### config.mk
export PLATFORM = sky130hd
export DESIGN_NAME = io_port_responder
export DESIGN_NICKNAME = d
export VERILOG_FILES = /design/src/rtl/mycpu_pkg.sv /design/src/rtl/io_sync_fifo.sv /design/src/rtl/io_port_responder.sv
export SDC_FILE = /design/constraint.sdc
export NUM_CORES = 1
export LEC_CHECK = 0
export CORE_MARGIN = 1.5
export CORE_UTILIZATION = 54
export CTS_CLUSTER_SIZE = 30
export DETAILED_ROUTE_END_ITERATION = 10
export PLACE_DENSITY = 0.79
export RECOVER_POWER = 100
export SYNTH_ARGS = -nofsm -noshare
export SYNTH_HDL_FRONTEND = slang
export SYNTH_SLANG_ARGS = --single-unit
export TNS_END_PERCENT = 50
### constraint.sdc
create_clock -name clk -period 4.3 [get_ports clk]
set_clock_uncertainty 0.05 [all_clocks]
set_input_delay 0.86 -clock clk [delete_from_list [all_inputs] [get_ports clk]]
set_output_delay 0.86 -clock clk [all_outputs]
set_load 0.02 [all_outputs]
### src/rtl/mycpu_pkg.sv
// Shared constants and types for the CPU I/O port responder.
package mycpu_pkg;

  localparam logic [1:0] IO_OFS_RXDATA = 2'd0;
  localparam logic [1:0] IO_OFS_STATUS = 2'd1;
  localparam logic [1:0] IO_OFS_TXDATA = 2'd2;
  localparam logic [1:0] IO_OFS_CTRL   = 2'd3;

  typedef struct packed {
    logic [7:0] rsvd;
    logic [3:0] rx_count;
    logic       tx_overflow;
    logic       rx_underrun;
    logic       tx_full;
    logic       rx_nonempty;
  } io_status_t;

endpackage

### src/rtl/io_sync_fifo.sv
// Single-clock FIFO with wrap-bit pointers; head reads as zero while empty.
module io_sync_fifo #(
  parameter int DATA_W = 16,
  parameter int DEPTH  = 4
) (
  input  logic                     clk,
  input  logic                     rst_n,
  input  logic                     push,
  input  logic [DATA_W-1:0]        wdata,
  input  logic                     pop,
  input  logic                     flush,
  output logic [DATA_W-1:0]        head,
  output logic                     full,
  output logic                     empty,
  output logic [$clog2(DEPTH):0]   count
);
  localparam int AW = $clog2(DEPTH);

  logic [DEPTH-1:0][DATA_W-1:0] mem;
  logic [AW:0]                  wptr, rptr;
  logic                         do_push, do_pop;

  assign empty   = (wptr == rptr);
  assign full    = (wptr[AW] != rptr[AW]) && (wptr[AW-1:0] == rptr[AW-1:0]);
  assign count   = wptr - rptr;
  assign do_push = push && !full && !flush;
  assign do_pop  = pop && !empty && !flush;
  assign head    = empty ? '0 : mem[rptr[AW-1:0]];

  always_ff @(posedge clk or negedge rst_n) begin
    if (!rst_n) begin
      wptr <= '0;
      rptr <= '0;
    end else if (flush) begin
      wptr <= '0;
      rptr <= '0;
    end else begin
      if (do_push) wptr <= wptr + 1'b1;
      if (do_pop)  rptr <= rptr + 1'b1;
    end
  end

  // Storage needs no reset: head is masked while empty.
  always_ff @(posedge clk) begin
    if (do_push) mem[wptr[AW-1:0]] <= wdata;
  end

endmodule

### src/rtl/io_port_responder.sv
// CPU I/O window decoder mapping IOR/IOW cycles onto buffered RX/TX streams.
module io_port_responder
  import mycpu_pkg::*;
#(
  parameter logic [15:0] BASE_ADDR = 16'hFF00,
  parameter int          DATA_W    = 16,
  parameter int          DEPTH     = 4
) (
  input  logic              clk,
  input  logic              rst_n,
  input  logic              iom_in,
  input  logic              wen_in,
  input  logic [15:0]       addr_in,
  input  logic [DATA_W-1:0] wdata_in,
  output logic [DATA_W-1:0] rdata_out,
  input  logic              rx_valid_in,
  input  logic [DATA_W-1:0] rx_data_in,
  output logic              rx_ready_out,
  output logic              tx_valid_out,
  output logic [DATA_W-1:0] tx_data_out,
  input  logic              tx_ready_in
);
  localparam int CW = $clog2(DEPTH) + 1;

  logic [15:0]       ofs_full;
  logic [1:0]        ofs;
  logic              in_win, rd, wr;
  logic              rd_rx, rd_status, wr_tx, flush;
  logic              rx_full, rx_empty, tx_full, tx_empty;
  logic [DATA_W-1:0] rx_head;
  logic [CW-1:0]     rx_count, tx_count;
  logic              rx_underrun, tx_overflow;
  io_status_t        status;

  assign ofs_full  = addr_in - BASE_ADDR;
  assign in_win    = iom_in && (addr_in >= BASE_ADDR) && (ofs_full < 16'd4);
  assign ofs       = ofs_full[1:0];
  assign rd        = in_win && wen_in;
  assign wr        = in_win && !wen_in;
  assign rd_rx     = rd && (ofs == IO_OFS_RXDATA);
  assign rd_status = rd && (ofs == IO_OFS_STATUS);
  assign wr_tx     = wr && (ofs == IO_OFS_TXDATA);
  assign flush     = wr && (ofs == IO_OFS_CTRL) && wdata_in[0];

  assign rx_ready_out = !rx_full;
  assign tx_valid_out = !tx_empty;

  io_sync_fifo #(.DATA_W(DATA_W), .DEPTH(DEPTH)) u_rx (
    .clk(clk), .rst_n(rst_n),
    .push(rx_valid_in), .wdata(rx_data_in),
    .pop(rd_rx), .flush(flush),
    .head(rx_head), .full(rx_full), .empty(rx_empty), .count(rx_count)
  );

  io_sync_fifo #(.DATA_W(DATA_W), .DEPTH(DEPTH)) u_tx (
    .clk(clk), .rst_n(rst_n),
    .push(wr_tx), .wdata(wdata_in),
    .pop(tx_ready_in), .flush(flush),
    .head(tx_data_out), .full(tx_full), .empty(tx_empty), .count(tx_count)
  );

  always_comb begin
    status             = '0;
    status.rx_nonempty = !rx_empty;
    status.tx_full     = tx_full;
    status.rx_underrun = rx_underrun;
    status.tx_overflow = tx_overflow;
    status.rx_count    = 4'(rx_count);
  end

  always_comb begin
    rdata_out = '0;
    if (rd_rx && !rx_empty) rdata_out = rx_head;
    if (rd_status)          rdata_out = DATA_W'(status);
  end

  // A single access per cycle, so clear-on-read never races a set.
  always_ff @(posedge clk or negedge rst_n) begin
    if (!rst_n) begin
      rx_underrun <= 1'b0;
      tx_overflow <= 1'b0;
    end else if (flush) begin
      rx_underrun <= 1'b0;
      tx_overflow <= 1'b0;
    end else begin
      if (rd_status) begin
        rx_underrun <= 1'b0;
        tx_overflow <= 1'b0;
      end
      if (rd_rx && rx_empty) rx_underrun <= 1'b1;
      if (wr_tx && tx_full)  tx_overflow <= 1'b1;
    end
  end

  a_bus_known: assert property (@(posedge clk) disable iff (!rst_n)
    iom_in |-> !$isunknown({wen_in, addr_in}));
  a_count_rng: assert property (@(posedge clk) disable iff (!rst_n)
    (rx_count <= CW'(DEPTH)) && (tx_count <= CW'(DEPTH)));

endmodule

## Yosys cells after proc, flatten, opt, wreduce, memory -nomap -nowiden

Cells that the tools add are included.

| storage, ports and cells | value |
|---|---|
| register bits after elaboration | 142 |
| logic and storage cells | 100 |

| operators by class | value |
|---|---|
| add/sub/neg operators | 6 |
| $lt $le $gt $ge | 8 |
| equality and inequality tests | 9 |
| multiplexer cells | 27 |
| reductions and logical operators | 36 |

Operator list:

| kind | number |
|---|---|
| $bwmux W64 | 2 |
| $mux W16 | 8 |
| $bmux W16 S2 | 2 |
| $demux W16 S2 | 2 |
| $mux W3 | 8 |
| $logic_and A1 B1 Y1 | 23 |
| $ge A16 B16 Y1 const B | 1 |
| $lt A16 B3 Y1 const B | 1 |
| $sub A16 B16 Y16 const B | 1 |
| $add A3 B1 Y3 const B | 4 |
| $lt A2 B3 Y1 const B | 4 |
| $reduce_bool A2 Y1 | 4 |
| $eq A3 B3 Y1 | 2 |
| $logic_not A1 Y1 | 6 |
| $reduce_bool A3 Y1 | 2 |
| $mux W1 | 5 |
| $eq A2 B2 Y1 | 2 |
| $eq A2 B2 Y1 const B | 2 |
| $ge A2 B1 Y1 const B | 2 |
| $sub A3 B3 Y3 | 1 |
| $eq A2 B1 Y1 const B | 1 |
| $logic_not A2 Y1 | 1 |
| $ne A1 B1 Y1 | 2 |

## Depth between registers and ports, before layout

Gate-level depths: netlist of run 1.

| depth | value |
|---|---|
| word-level depth | 10 |
| gate-level depth with buffers | 9 |

## Modules after synthesis

A second synthesis of run 1 with hierarchy kept.

| unflattened totals | value |
|---|---|
| cell total of the unflattened synthesis | 382 |
| area total of the unflattened synthesis | 6,520.0 um^2 |

By module, submodules not included:

| module | instances | cells an instance | area each (um^2) | seq. area each (um^2) |
|---|---|---|---|---|
| io_sync_fifo (u_tx) | 1 | 164 | 3,113.0 | 2,072.0 |
| io_sync_fifo (u_rx) | 1 | 163 | 3,046.7 | 2,072.0 |
| io_port_responder | 1 | 55 | 360.3 | 50.0 |

## Worst setup path before layout of run 1

Ideal clock, no wire load.

| path | value |
|---|---|
| path kind | register -> register |
| from | reg u_rx.rptr[1] |
| to | reg u_rx.mem[0] (netlist bit) (enable) |
| setup time | 413 ps |
| arrival time | 2,846 ps |
| data required time | 3,837 ps |
| setup slack | 992 ps |
| cell stages (with the launch flop) | 8 |
| period minus slack after synthesis | 3,308 ps |
| path through | dfrtp_1 -> clkbuf_1 -> buf_2 -> inv_1 -> ha_1 -> nand2_1 -> o21ai_1 -> nor3b_1 |

| on the way | value |
|---|---|
| word-level cells in the longest chain between the ends | 5 |

RTL lines:

| element | line | RTL |
|---|---|---|
| start: declaration | io_sync_fifo.sv:20 | `logic [AW:0] wptr, rptr;` |
| start signal: assignment | io_sync_fifo.sv:39 | `if (do_pop) rptr <= rptr + 1'b1;` |
| $eq A2 B2 Y1 | io_sync_fifo.sv:24 | `assign full = (wptr[AW] != rptr[AW]) && (wptr[AW-1:0] == rptr[AW-1:0]);` |
| $logic_and A1 B1 Y1 | io_sync_fifo.sv:24 |  |
| $logic_not A1 Y1 | io_sync_fifo.sv:26 | `assign do_push = push && !full && !flush;` |
| $logic_and A1 B1 Y1 (2 in a row) | io_sync_fifo.sv:26 |  |
| end signal: indexed assignment | io_sync_fifo.sv:45 | `if (do_push) mem[wptr[AW-1:0]] <= wdata;` |
| end: declaration | io_sync_fifo.sv:19 | `logic [DEPTH-1:0][DATA_W-1:0] mem;` |

No other way between the ends.
A chain may end at the register's enable or synchronous reset.

## Worst setup path after layout of run 1

| path | value |
|---|---|
| from | in addr_in[5] |
| to | out rdata_out[0] |

| on the way | value |
|---|---|
| word-level cells in the longest chain between the ends | 8 |
| elaborated cells on any way between the ends | 11 |
| classes of those cells | add/sub (1); order compare (2); mux (2); reduce/logical (6) |

RTL lines:

| element | line | RTL |
|---|---|---|
| start: declaration | io_port_responder.sv:13 | `input logic [15:0] addr_in,` |
| $sub A16 B16 Y16 or $ge A16 B16 Y1 (tied branches) | io_port_responder.sv:35, io_port_responder.sv:36 |  |
| $lt A16 B3 Y1 or $logic_and A1 B1 Y1 (tied branches) | io_port_responder.sv:36 | `assign in_win = iom_in && (addr_in >= BASE_ADDR) && (ofs_full < 16'd4);` |
| $logic_and A1 B1 Y1 (*) | io_port_responder.sv:36 |  |
| $logic_and A1 B1 Y1 (*) | io_port_responder.sv:38 | `assign rd = in_win && wen_in;` |
| $logic_and A1 B1 Y1 | io_port_responder.sv:40 | `assign rd_rx = rd && (ofs == IO_OFS_RXDATA);` |
| $logic_and A1 B1 Y1 | io_port_responder.sv:73 | `if (rd_rx && !rx_empty) rdata_out = rx_head;` |
| $mux W16 | io_port_responder.sv:73 |  |
| $mux W16 (*) | io_port_responder.sv:74 | `if (rd_status) rdata_out = DATA_W'(status);` |
| end: declaration | io_port_responder.sv:15 | `output logic [DATA_W-1:0] rdata_out,` |

Mark *: on every way between the ends. The rest lies on a longest branch, timed or not.

==> results_dict.tcl, run 1 <==
set metrics [dict create \
    tightest_slew_ns 1.485 \
    cts_setup_buffers 0 \
    rr_startpoint "u_tx.rptr[0]" \
    fmax_mhz 241.9 \
    grt_start_max_net_pins 20 \
    path_buf_inv 3 \
    rr_worst_depth 5 \
    n_antenna_cell 0 \
    vias 3375 \
    route.detailed.drc 0 \
    path_clk_slew_ns 0.06 \
    holdCritPathClass "reg2reg" \
    run_status "finished with violations" \
    finalSetupViolCount 0 \
    post-dp-hpwl_microns 7483 \
    violations "capacitance limit" \
    ctsResizeCount 0 \
    grt_pass1_vias 3656 \
    layout_common_cells "edfxtp_1 (128), dlygate4sd3_1 (62), mux4_2 (32)" \
    crit_path_top_delay_cell "dlygate4sd3_1" \
    crit_path_start_kind "input pin" \
    final_common_cell "edfxtp_1" \
    gr-total-overflow 0 \
    cts_made_buffers 17 \
    drt_iter0_drc 137 \
    finalCritPeriodShare 0.9615 \
    htree_levels 4 \
    finalSetupTns_ns 0 \
    swShare 0.2813 \
    hold_viol 0 \
    power_density_nw_per_um2 552.6 \
    layout-drive-gt1-share 0.1733 \
    syn2layout_area_growth_pct 27.25 \
    cts_sinks 142 \
    post-route-min-period_ns 4.135 \
    synth_area_leaders "edfxtp_1 (64%), mux4_2 (12%), dfrtp_1 (5.8%), ha_1 (2.5%), nor2b_1 (1.8%)" \
    syn_inst 331 \
    die_y_microns 108.5 \
    drtPass1Iterations 4 \
    grt_pass1_wl_microns 19000 \
    r2r-end "u_tx.mem[33]" \
    start_util 0.5540 \
    hold_path_end "rx_underrun" \
    crit_start "addr_in[5]" \
    path_cells "clkdlybuf4s50_1, nor3_1, and4_1, buf_4, nand3_1, a21oi_1, dlygate4sd3_1" \
    p_leak_nw 2.640 \
    place.gp.congestion 0.7497 \
    synth_area_leader_cell "edfxtp_1" \
    port_buffers 87 \
    tritoncts "done" \
    end_kind "output pin" \
    die_w_microns 108.5 \
    clk_path_buf_depth 2 \
    rsz0062_at_grt "false" \
    avgSynthCellArea_sq_um 18.14 \
    stdcell_count 590 \
    clkPwrFrac 0.345 \
    n_fill_cell 692 \
    drt_wl_total_microns 12140 \
    p_int_mw 3.035 \
    dieArea_sq_um 11760 \
    cp_max_fo 19 \
    design.core.area_sq_um 10840 \
    r2r_slack_ns 1.15 \
    grt_util_all_layers 0.2279 \
    relSlewSlack 0.005585 \
    ys.warnings.count 0 \
    clockRootBuffer "clkbuf_8" \
    critPathMaxStageDelay_ns 0.69 \
    synth_cell_types 42 \
    seq_power_share 0.414 \
    critPathKind "in2out" \
    insertion_delay_ns 0.52 \
    rows 38 \
    synth_seq_cells 142 \
    switchingPower_mw 1.188 \
    post_drt_wl_per_cell_microns 20.57 \
    yosysSeqAreaShare 0.6983 \
    final_nets 505 \
    cp_data_required_time_ns 3.39 \
    critPathTopFamily "buffers and inverters" \
    cts_hold_buffers 0 \
    netlist.area_leader.share 0.6400 \
    min_from "rx_underrun" \
    antenna_found_initial 0 \
    dp_cells 559 \
    slew_violations 0 \
    arrival_ns 3.22 \
    p_comb_frac 0.241 \
    viasPerCell 5.720 \
    whs_path_depth 2 \
    synth_area_sq_um 6006 \
    maxCapViolations 1 \
    syn_nets 398 \
    irDropWorstVdd_mv 0.3503 \
    drtAntennaViolNets 0 \
    io_pins 88 \
]
[Yosys cell counts]
library cell and instances:
a21oi_1 6, xor2_2 1, ha_1 12, nand3_1 12, nor3_1 2, inv_1 11
buf_4 3, o311ai_1 1, inv_2 1, o21bai_1 2, mux4_2 32, nor2_1 7
o31ai_1 2, buf_2 7, dfrtp_1 14, and2_1 4, or3_1 1, fa_1 1
o21a_1 1, edfxtp_1 128, nor2b_1 17, nor3_2 3, and3_1 9, and4_1 4
nor3b_1 4, o21ai_0 8, nor4b_4 1, or4_1 1, xnor2_1 4, nor4b_1 1
clkbuf_1 3, o21ai_1 8, xor2_1 5, nand2_1 2, mux2i_1 5, o211ai_1 2
nand4b_1 1, nor4b_2 1, nand4_2 1, nand4_1 1, or3b_2 1, nor2_2 1
[worst register-to-register path: cells and delay by family (launching register included)]
kind	cells	cell delay [ns]
simple gates	3	0.91
flops	1	0.68
xor+xnor	1	0.38
buf+inv	1	0.75
[power groups by stage]
stage / sequential (mW) / combinational, mW / clock (mW)
finish: 1.75 / 1.02 / 1.46
global route: 1.76 / 1.10 / 1.53
CTS: 1.75 / 1.10 / 1.48
detailed placement: 1.77 / 1.09 / 0
global placement: 1.76 / 1.07 / 0
floorplan: 1.74 / 0.679 / 0
[final cells by class]
| class | count | area [sq um] | area share |
|---|---|---|---|
| clock inverter | 12 | 162.7 | 0.02128 |
| inverter | 12 | 45.04 | 0.005894 |
| timing repair buffer | 101 | 950.9 | 0.1244 |
| tap | 140 | 175.2 | 0.02292 |
| clock buffer | 19 | 421.7 | 0.05517 |
| sequential | 142 | 4194 | 0.5488 |
| multi-input combinational | 164 | 1693 | 0.2215 |
[flip-flops by register name, summed over array words and instances (netlist names)]
signal and count:
u_rx.mem 64, u_tx.mem 64, u_rx.rptr 3, u_rx.wptr 3
u_tx.rptr 3, u_tx.wptr 3, rx_underrun 1, tx_overflow 1
[cells by family after synthesis]
kind of cell,count (synthesis),share of synthesized area
flip-flops,142,0.6983
multiplexers,37,0.1283
AND/OR/NAND/NOR,74,0.08167
AO/OA/AOI/OAI,30,0.02854
XOR/XNOR,10,0.01583
adder cells (fa/ha/maj),13,0.02833
buffers and inverters,25,0.01896
[routing by layer]
layer / part of all wire / track usage / wire length (microns) / vias up
met2: 0.52 / 0.3823 / 6368 / 130
li1: - / - / - / 1523
met4: 0.016 / 0.09023 / 197 / 0
met1: 0.39 / 0.2824 / 4740 / 1704
met5: 0 / 0 / 0 / -
met3: 0.068 / 0.06269 / 829 / 18
[stage by stage]
stage	area, sq um	utilization	hold WS (ns)	setup WS (ns)	power, mW
global placement	7116	0.6564	0.4827	0.2449	2.836
floorplan	6006	-	0.4625	0.9916	2.417
global route	7642	0.7050	0.5489	0.03612	4.395
CTS	7700	0.7103	0.5097	0.1828	4.325
detailed placement	7116	0.6564	0.4999	0.2000	2.866
finish	7642	0.7050	0.5212	0.1655	4.224
[worst max-delay path by stage]
stage          depth (start not counted)           end
2_1_floorplan                          7   u_rx.mem[0]
3_3_place_gp                           6  rdata_out[1]
3_5_place_dp                           6  rdata_out[1]
4_1_cts                                6  rdata_out[1]
5_1_grt                                6  rdata_out[5]
6_report                               7  rdata_out[0]
(Power assumes the default switching activity.)
==> run 2, diff against run 1 <==
- CTS_CLUSTER_DIAMETER: not set -> 30
- RECOVER_POWER: 100 -> not set
==> run 2 against run 1 <==
  * The run now ends clean
  * Clock power hardly changed
  * Sequential share of layout area is 0.41 points lower
  * Flip-flop and latch count stayed put
  * Combinational power is 7% higher
  * Sequential power hardly changed
  * Maximum frequency hardly changed
  * Final cell count stayed put
  * Register-to-register slack better by 0.54 ns
  * Hold slack better by 0.00092 ns
  * Die area stayed put
  * Critical path type unchanged
  * Highest routed layer unchanged
==> results_dict.tcl, run 2 (same netlist as run 1, synthesis figures left out) <==
set metrics [dict create \
    run_status "complete, no violations" \
    fmax_mhz 242.0 \
    cts_setup_buffers 0 \
    insertion_delay_ns 0.52 \
    finalWorstSetupSlack_ns 0.1670 \
    die_w_microns 108.5 \
    post-route-min-period_ns 4.133 \
    n_antenna_cell 0 \
    viasPerCell 5.680 \
    cp_max_fo 19 \
    clockRootBuffer "clkbuf_8" \
    die_y_microns 108.5 \
    whs_path_depth 2 \
    crit_path_start_kind "input pin" \
    hold_path_end "tx_overflow" \
    holdCritPathClass "reg2reg" \
    drtPass1Iterations 5 \
    arrival_ns 3.22 \
    relSlewSlack 0.3512 \
    post_dp_cell_area_sq_um 7116 \
    finalSetupViolCount 0 \
    grt_start_max_net_pins 20 \
    r2r-end "u_rx.mem[17]" \
    finalCritPeriodShare 0.9612 \
    critPathKind "in2out" \
    vias 3351 \
    final_common_cell "edfxtp_1" \
    ctsResizeCount 0 \
    antenna_found_initial 0 \
    layout-drive-gt1-share 0.1956 \
    slew_violations 0 \
    rows 38 \
    syn2layout_area_growth_pct 28.21 \
    io_pins 88 \
    gr-total-overflow 0 \
    port_buffers 87 \
    grt_pass1_vias 3656 \
    start_util 0.5540 \
    htree_levels 4 \
    final_nets 505 \
    irDropWorstVdd_mv 0.3688 \
    drtAntennaViolNets 0 \
    min_from "tx_overflow" \
    drt_wl_total_microns 12090 \
    place.gp.congestion 0.7497 \
    n_fill_cell 676 \
    dp_cells 559 \
    clk_path_buf_depth 2 \
    stdcell_count 590 \
    grt_util_all_layers 0.2279 \
    finalSetupTns_ns 0 \
    drt_iter0_drc 139 \
    cts_sinks 142 \
    route.detailed.drc 0 \
    grt_pass1_wl_microns 19000 \
    cts_hold_buffers 0 \
    r2r_slack_ns 1.69 \
    cts_made_buffers 17 \
    tritoncts "done" \
    p_leak_nw 2.617 \
    rsz0062_at_grt "false" \
    post_drt_wl_per_cell_microns 20.50 \
    tightest_slew_ns 0.9721 \
    rr_worst_depth 5 \
    rr_startpoint "u_rx.wptr[0]" \
    maxCapViolations 0 \
    cp_data_required_time_ns 3.39 \
    post-dp-hpwl_microns 7483 \
    power_density_nw_per_um2 556.8 \
    end_kind "output pin" \
    design.core.area_sq_um 10840 \
    path_clk_slew_ns 0.06 \
    layout_common_cells "edfxtp_1 (128), clkdlybuf4s50_1 (87), mux4_2 (32)" \
    design_area_sq_um 7700 \
    dieArea_sq_um 11760 \
    hold_viol 0 \
    dpl_worst_slack_ns 0.2000 \
]
-- run 2: cell count changes in the layout (fill, tap and decap cells not counted), moves of 2 or more --
| cell | previous run | this run |
|---|---|---|
| dlygate4sd3_1 | 62 | 0 |
| nor3b_2 | 3 | 1 |
| nor3b_4 | 0 | 2 |
| buf_4 | 7 | 14 |
| o21ai_0 | 11 | 8 |
| o21ai_1 | 5 | 8 |
| and2_0 | 4 | 0 |
| clkbuf_1 | 8 | 2 |
| and2_1 | 0 | 4 |
| clkdlybuf4s50_1 | 25 | 87 |
-- run 2: worst max-delay path, cell delays in order --
cell	delay, ns
clkdlybuf4s50_1	0.42
nor3_1	0.39
and4_1	0.32
buf_4	0.27
nand3_1	0.13
a21oi_1	0.20
clkdlybuf4s50_1	0.63
-- run 2: layer usage --
metal  GRT usage  share of wire  vias to the layer above
met3     0.06269          0.062                       20
met4     0.09023          0.020                        0
met5           0              0                        -
li1            -              -                     1528
met1      0.2824           0.40                     1680
met2      0.3823           0.52                      123
-- run 2: worst max-delay path by stage --
stage | from | slack (ns) | end | cells after the start
finish | addr_in[5] | 0.17 | rdata_out[0] | 7
global route | addr_in[5] | 0.06 | rdata_out[5] | 6
CTS | addr_in[5] | 0.18 | rdata_out[1] | 6
detailed placement | addr_in[5] | 0.20 | rdata_out[1] | 6
global placement | addr_in[3] | 0.24 | rdata_out[1] | 6
floorplan | u_rx.rptr[1] | 0.99 | u_rx.mem[0] | 7
-- run 2: metrics by stage --
step           hold slack [ns]  total power [mW]  utilization
2_1_floorplan           0.4625             2.417            -
3_3_place_gp            0.4827             2.836       0.6564
3_5_place_dp            0.4999             2.866       0.6564
4_1_cts                 0.5097             4.325       0.7103
5_1_grt                 0.5489             4.459       0.7103
6_report                0.5221             4.288       0.7103
-- run 2: area by class of cell --
| type | count | area (sq um) | share of cell area |
|---|---|---|---|
| Clock inverter | 12 | 162.7 | 0.02112 |
| Timing Repair Buffer | 101 | 975.9 | 0.1267 |
| Inverter | 12 | 45.04 | 0.005850 |
| Multi-Input combinational cell | 164 | 1725 | 0.2241 |
| Clock buffer | 19 | 421.7 | 0.05476 |
| Tap cell | 140 | 175.2 | 0.02275 |
| Sequential cell | 142 | 4194 | 0.5447 |
-- run 2: power by group --
part	switching, mW	internal [mW]
combinational	0.551	0.534
clock	0.569	0.886
sequential	0.0772	1.67
total	1.20	3.09
